[config.mk]
export PLATFORM = sky130hd
export DESIGN_NAME = ts_ep3_arbiter
export DESIGN_NICKNAME = d
export VERILOG_FILES = /design/src/rtl/ts_ep3_arbiter.sv
export SDC_FILE = /design/constraint.sdc
export NUM_CORES = 1
export LEC_CHECK = 0
export BUFFER_PORTS_ARGS = -buffer_cell sky130_fd_sc_hd__buf_2
export CAP_MARGIN = 0
export CORE_MARGIN = 3
export CORE_UTILIZATION = 33
export CTS_BUF_LIST = sky130_fd_sc_hd__clkbuf_8
export DETAILED_ROUTE_END_ITERATION = 16
export HOLD_SLACK_MARGIN = 0.1
export RECOVER_POWER = 25
export SYNTH_ARGS = -nofsm -noshare
export SYNTH_HDL_FRONTEND = slang
export SYNTH_SLANG_ARGS = --single-unit
[constraint.sdc]
create_clock -name clk -period 4.74 [get_ports clk]
set_input_delay 1.185 -clock clk [delete_from_list [all_inputs] [get_ports clk]]
set_output_delay 1.185 -clock clk [all_outputs]
set_load 0.005 [all_outputs]
[src/rtl/ts_ep3_arbiter.sv]
// rtl/ts_ep3_arbiter.sv - two-source TS packet arbiter filling an EP3 commit buffer
module ts_ep3_arbiter #(
  parameter int PKT_LEN   = 188,
  parameter int FLUSH_CYC = 4096
) (
  input  logic        clk,
  input  logic        reset_n,
  input  logic [1:0]  sel_en,
  input  logic [10:0] cfg_commit_len,
  input  logic [7:0]  src0_data,
  input  logic        src0_sop,
  input  logic        src0_valid,
  output logic        src0_ready,
  input  logic [7:0]  src1_data,
  input  logic        src1_sop,
  input  logic        src1_valid,
  output logic        src1_ready,
  output logic [10:0] ep3_buf_in_addr,
  output logic [7:0]  ep3_buf_in_data,
  output logic        ep3_buf_in_wren,
  input  logic        ep3_buf_in_ready,
  output logic        ep3_buf_in_commit,
  output logic [10:0] ep3_buf_in_commit_len,
  input  logic        ep3_buf_in_commit_ack,
  output logic        active_src,
  output logic [15:0] drop_cnt
);

  localparam int CNT_W  = $clog2(PKT_LEN + 1);
  localparam int IDLE_W = (FLUSH_CYC > 1) ? $clog2(FLUSH_CYC) : 1;

  typedef enum logic [2:0] {WAIT_RDY, ARB, XFER, COMMIT, WAIT_ACK} state_t;

  state_t              state_q, state_d;
  logic [10:0]         fill_q, fill_d;
  logic [10:0]         cfg_q, cfg_d;
  logic [CNT_W-1:0]    byte_cnt_q, byte_cnt_d;
  logic                active_q, active_d;
  logic                prio_q, prio_d;
  logic [15:0]         drop_q, drop_d;
  logic [IDLE_W-1:0]   idle_q, idle_d;
  logic [10:0]         clen_q, clen_d;
  logic                commit_q, commit_d;
  logic                wren_q, wren_d;
  logic [10:0]         addr_q, addr_d;
  logic [7:0]          data_q, data_d;

  logic        rdy0, rdy1, cand0, cand1, grant, gnt_src, acc;
  logic [7:0]  acc_data;
  logic [10:0] fill_inc;
  logic [1:0]  drop_n;
  logic [16:0] drop_sum;

  always_comb begin
    state_d    = state_q;
    fill_d     = fill_q;
    cfg_d      = cfg_q;
    byte_cnt_d = byte_cnt_q;
    active_d   = active_q;
    prio_d     = prio_q;
    drop_d     = drop_q;
    idle_d     = idle_q;
    clen_d     = clen_q;
    commit_d   = 1'b0;
    wren_d     = 1'b0;
    addr_d     = addr_q;
    data_d     = data_q;
    rdy0       = 1'b0;
    rdy1       = 1'b0;
    acc        = 1'b0;
    acc_data   = 8'h00;
    drop_n     = 2'd0;
    drop_sum   = 17'd0;
    fill_inc   = fill_q + 11'd1;
    cand0      = sel_en[0] & src0_valid & src0_sop;
    cand1      = sel_en[1] & src1_valid & src1_sop;
    grant      = cand0 | cand1;
    gnt_src    = (cand0 & cand1) ? prio_q : cand1;

    case (state_q)
      WAIT_RDY: begin
        if (ep3_buf_in_ready) begin
          state_d = ARB;
          cfg_d   = cfg_commit_len;
        end
      end
      ARB: begin
        // Non-sop bytes are swallowed while hunting; a losing sop holder waits.
        rdy0     = sel_en[0] & src0_valid & (~src0_sop | (grant & ~gnt_src));
        rdy1     = sel_en[1] & src1_valid & (~src1_sop | (grant & gnt_src));
        drop_n   = {1'b0, rdy0 & ~src0_sop} + {1'b0, rdy1 & ~src1_sop};
        drop_sum = {1'b0, drop_q} + 17'(drop_n);
        drop_d   = drop_sum[16] ? 16'hFFFF : drop_sum[15:0];
        if (grant) begin
          acc        = 1'b1;
          acc_data   = gnt_src ? src1_data : src0_data;
          active_d   = gnt_src;
          prio_d     = ~gnt_src;
          byte_cnt_d = CNT_W'(1);
          idle_d     = '0;
          state_d    = XFER;
        end else if (fill_q != 11'd0) begin
          if (idle_q == IDLE_W'(FLUSH_CYC - 1)) begin
            idle_d  = '0;
            state_d = COMMIT;
          end else begin
            idle_d = idle_q + IDLE_W'(1);
          end
        end
      end
      XFER: begin
        rdy0     = ~active_q;
        rdy1     = active_q;
        acc      = active_q ? src1_valid : src0_valid;
        acc_data = active_q ? src1_data : src0_data;
        if (acc) begin
          byte_cnt_d = byte_cnt_q + CNT_W'(1);
          if (byte_cnt_q == CNT_W'(PKT_LEN - 1)) begin
            byte_cnt_d = '0;
            if (({1'b0, fill_inc} + 12'(PKT_LEN)) > {1'b0, cfg_q}) begin
              state_d = COMMIT;
            end else begin
              state_d = ARB;
              cfg_d   = cfg_commit_len;
            end
          end
        end
      end
      COMMIT: begin
        commit_d = 1'b1;
        clen_d   = fill_q;
        state_d  = WAIT_ACK;
      end
      WAIT_ACK: begin
        if (ep3_buf_in_commit_ack) begin
          fill_d  = 11'd0;
          state_d = WAIT_RDY;
        end
      end
      default: state_d = WAIT_RDY;
    endcase

    if (acc) begin
      wren_d = 1'b1;
      addr_d = fill_q;
      data_d = acc_data;
      fill_d = fill_inc;
    end
  end

  always_ff @(posedge clk) begin
    if (!reset_n) begin
      state_q    <= WAIT_RDY;
      fill_q     <= 11'd0;
      cfg_q      <= 11'd0;
      byte_cnt_q <= '0;
      active_q   <= 1'b0;
      prio_q     <= 1'b0;
      drop_q     <= 16'd0;
      idle_q     <= '0;
      clen_q     <= 11'd0;
      commit_q   <= 1'b0;
      wren_q     <= 1'b0;
      addr_q     <= 11'd0;
      data_q     <= 8'h00;
    end else begin
      state_q    <= state_d;
      fill_q     <= fill_d;
      cfg_q      <= cfg_d;
      byte_cnt_q <= byte_cnt_d;
      active_q   <= active_d;
      prio_q     <= prio_d;
      drop_q     <= drop_d;
      idle_q     <= idle_d;
      clen_q     <= clen_d;
      commit_q   <= commit_d;
      wren_q     <= wren_d;
      addr_q     <= addr_d;
      data_q     <= data_d;
    end
  end

  // Ready is held low while reset is asserted so no source sees a phantom handshake.
  assign src0_ready            = rdy0 & reset_n;
  assign src1_ready            = rdy1 & reset_n;
  assign ep3_buf_in_addr       = addr_q;
  assign ep3_buf_in_data       = data_q;
  assign ep3_buf_in_wren       = wren_q;
  assign ep3_buf_in_commit     = commit_q;
  assign ep3_buf_in_commit_len = clen_q;
  assign active_src            = active_q;
  assign drop_cnt              = drop_q;

endmodule

==> results.py <==
metrics = {
    "outcome": {
        "outcome": "complete, but fails checks",
        "violations": "capacitance limit, slew limit",
    },
    "power_and_ir_drop": {
        "internal_power_uw": 1130,
        "p_sw_uw": 468,
        "leakage_uw": 0.00215,
        "comb_power_share_pct": 15.6,
        "power.density_nw_per_um2": 284,
        "ir_drop_v": 0.000171,
        "swShare_pct": 29.3,
        "clkPwrFrac_pct": 30.8,
        "p_seq_share_pct": 53.6,
    },
    "sta": {
        "worst_pin_slew_ps": 3230,
        "slew_viol_final": 72,
        "hold_violations": 0,
        "post-route-period-util_pct": 81.8,
        "fin_ws_ps": 864,
        "fmax_ghz": 0.258,
        "setup_violations": 0,
        "timing.slew.headroom_pct": -115,
        "final.setup_skew_ps": 11.3,
        "rsz0062_at_grt": "no",
        "period_needed_ps": 3880,
        "tns_ps": 0,
    },
    "clock_tree": {
        "cts_tree": "built",
        "cts_setup_buffers": 0,
        "cts_buffers": 9,
        "cts_max_path_buffers": 2,
        "cts-resized-gates": 0,
        "clkLatencyLatePin_ps": 370,
        "hold_buffers": 0,
        "clock-sinks": 95,
        "ctsHtreeMaxLevel": 3,
        "path_clk_slew_ps": 90,
        "cts-root-buf": "clkbuf_8",
    },
    "setup_path": {
        "cp.arrival_ps": 4180,
        "cp-endpoint": "cfg_q[7]",
        "cp-startpoint": "fill_q[0]",
        "cpMaxStageDelayCell": "dfxtp_1",
        "required_ps": 5050,
        "r2r_slack_ps": 860,
        "path_cells": "ha_1 -> xnor2_1 -> ha_1 -> nor2b_1 -> a22oi_1 -> nor2_1 -> o31a_1 -> xor2_1 -> ha_1 -> o21a_1 -> o21a_1 -> o221ai_1 -> a31oi_1 -> a211oi_2 -> buf_4 -> mux2i_1",
        "worstSetupPathType": "reg2reg",
        "max_stage_delay_ps": 580,
        "timing.rr.start": "fill_q[0]",
        "r2r_cells": 16,
        "end_kind": "flip-flop",
        "reg2reg_to": "cfg_q[7]",
        "crit_fanout": 12,
        "crit_top_cell": "ha_1",
        "critPathLaunchType": "flip-flop",
    },
    "drt": {
        "drt_wl_total_mm": 12.6,
        "wl_met2_mm": 6.04,
        "wl_met3_um": 659,
        "met1_length_mm": 5.78,
        "top_layer_used": "met4",
        "drtPass1Iterations": 5,
        "routedWlPerCell_um": 14.4,
        "drc": 0,
        "route.vias.total": 4533,
        "viasPerCell": 5.15,
        "first_iter_violations": 270,
        "ant_nets": 0,
    },
    "place": {
        "place_area_um2": 5470,
        "dpl.hpwl_mm": 8.98,
        "portBuffers": 87,
        "pre_cts_slack_ps": 918,
        "gp_congestion": 0.863,
        "dpl.cell_count": 863,
    },
    "yosys": {
        "syn-mean-instance-area_um2": 7.91,
        "yosysMostFrequentCell": "nand2_1",
        "synth_cell_types": 61,
        "synth_warnings": 0,
        "syn-num-nets": 685,
        "ys_seq_elements": 95,
        "synth-main-ff-cell": "dfxtp_1",
        "synth-edff-count": 0,
        "syn_inst": 630,
        "synth.largest_area_cell": "dfxtp_1",
        "async_flop_share_pct": 0,
        "ys_top_cells_by_count": "nand2_1 (98), dfxtp_1 (95), nor2_1 (67)",
        "netlist.area_leader.share_pct": 38.1,
        "yosys-top-cells-area": "dfxtp_1 (38%), nand2_1 (7.4%), a21oi_1 (6.3%), nor2_1 (5.0%), ha_1 (4.3%)",
        "synth_area_um2": 4990,
        "synth_seq_area_share_pct": 38.1,
    },
    "die": {
        "core_area_um2": 14600,
        "die_x_um": 129,
        "ios": 88,
        "initial_core_util_pct": 34.0,
        "dieArea_um2": 16600,
        "die_h_um": 129,
        "rows": 44,
    },
    "worst_hold_path": {
        "min_path_type": "reg2reg",
        "min_from": "byte_cnt_q[7]",
    },
    "grt": {
        "grt_max_degree": 72,
        "overflow": 0,
        "grt_pass1_wl_mm": 20.9,
        "antenna_found_initial": 0,
        "grt_usage_pct": 15.5,
        "grt_pass1_vias": 4209,
    },
    "layout": {
        "final_util_pct": 38.4,
        "layout.nets": 745,
        "drive_gt1_share_pct": 13.8,
        "area_growth_syn_to_layout_pct": 12.8,
        "fill_cells": 1585,
        "fin_cells": 880,
        "ff_latch_area_um2": 1900,
        "multi_input_area_um2": 2810,
        "design_area_um2": 5620,
    },
    "run": {
        "drv_cap": 1,
    },
}
==> critical path: cells and delay by family (launching register included) <==
family | cells | cell delay [ps]
compound gates | 7 | 1280
xor+xnor | 2 | 310
fa+ha+maj | 3 | 960
buf+inv | 1 | 250
flops | 1 | 580
mux | 1 | 200
simple gates | 2 | 230
==> logic make-up after synthesis <==
kind of cell	count (synthesis)	synth area share [%]
buffers and inverters	59	5.70
AO/OA/AOI/OAI	131	16.2
multiplexers	13	2.63
XOR/XNOR	34	5.97
AND/OR/NAND/NOR	280	26.7
flip-flops	95	38.1
adder cells (fa/ha/maj)	18	4.67
==> per-stage QoR <==
stage                     power [uW]  hold slack [ps]
after floorplan                 1050              415
after global placement          1120              439
after detailed placement        1130              438
after CTS                       1620              452
after global routing            1690              469
final                           1600              449
==> power groups by stage <==
stage               combinational [uW]  sequential, uW  clock (uW)
finish                             249             855         491
global route                       282             860         544
CTS                                253             855         515
detailed placement                 252             873           0
global placement                   252             873           0
floorplan                          187             861           0
==> registers in the layout (all words and copies together), names as in the netlist, 8 cells and up <==
signal	flops
ep3_buf_in_commit_len	11
fill_q	11
ep3_buf_in_addr	11
cfg_q	11
byte_cnt_q	8
idle_q	12
drop_cnt	16
ep3_buf_in_data	8
==> layer usage <==
layer | up-vias | GRT usage [%]
met5 | - | 0
met4 | 0 | 3.77
met3 | 11 | 4.48
met2 | 102 | 25.5
met1 | 2100 | 20.0
li1 | 2320 | -
==> cells in the final DEF (no fill, tap or decap), drive strengths merged, types with 8 or more instances in the layout <==
cell | Yosys | final
or3 | 8 | 8
ha | 17 | 17
xor2 | 21 | 21
nand2 | 99 | 99
nand3 | 29 | 29
xnor2 | 13 | 13
clkbuf | 20 | 27
nor2 | 67 | 67
a21oi | 63 | 63
inv | 17 | 18
dfxtp | 95 | 95
a221oi | 8 | 8
nand4 | 13 | 13
mux2i | 12 | 12
o21ai | 19 | 19
and4 | 9 | 9
nor3 | 20 | 20
buf | 22 | 74
==> final cells by class <==
cell class                      instances  share of cell area, %
Multi-Input combinational cell        476                   49.9
Tap cell                              184                   4.09
Antenna cell                            1                 0.0445
Clock buffer                           10                   2.45
Clock inverter                          6                  0.667
Inverter                               17                   1.13
Sequential cell                        95                   33.8
Timing Repair Buffer                   91                   7.85
==> how the worst min path moves through the flow <==
stage	cells after the start	to	slack (ps)
final	1	byte_cnt_q[7]	450
after global routing	1	byte_cnt_q[7]	470
after CTS	1	byte_cnt_q[7]	450
after detailed placement	1	byte_cnt_q[7]	440
after global placement	2	ep3_buf_in_addr[1]	440
after floorplan	1	byte_cnt_q[7]	410
(Power assumes the default switching activity.)
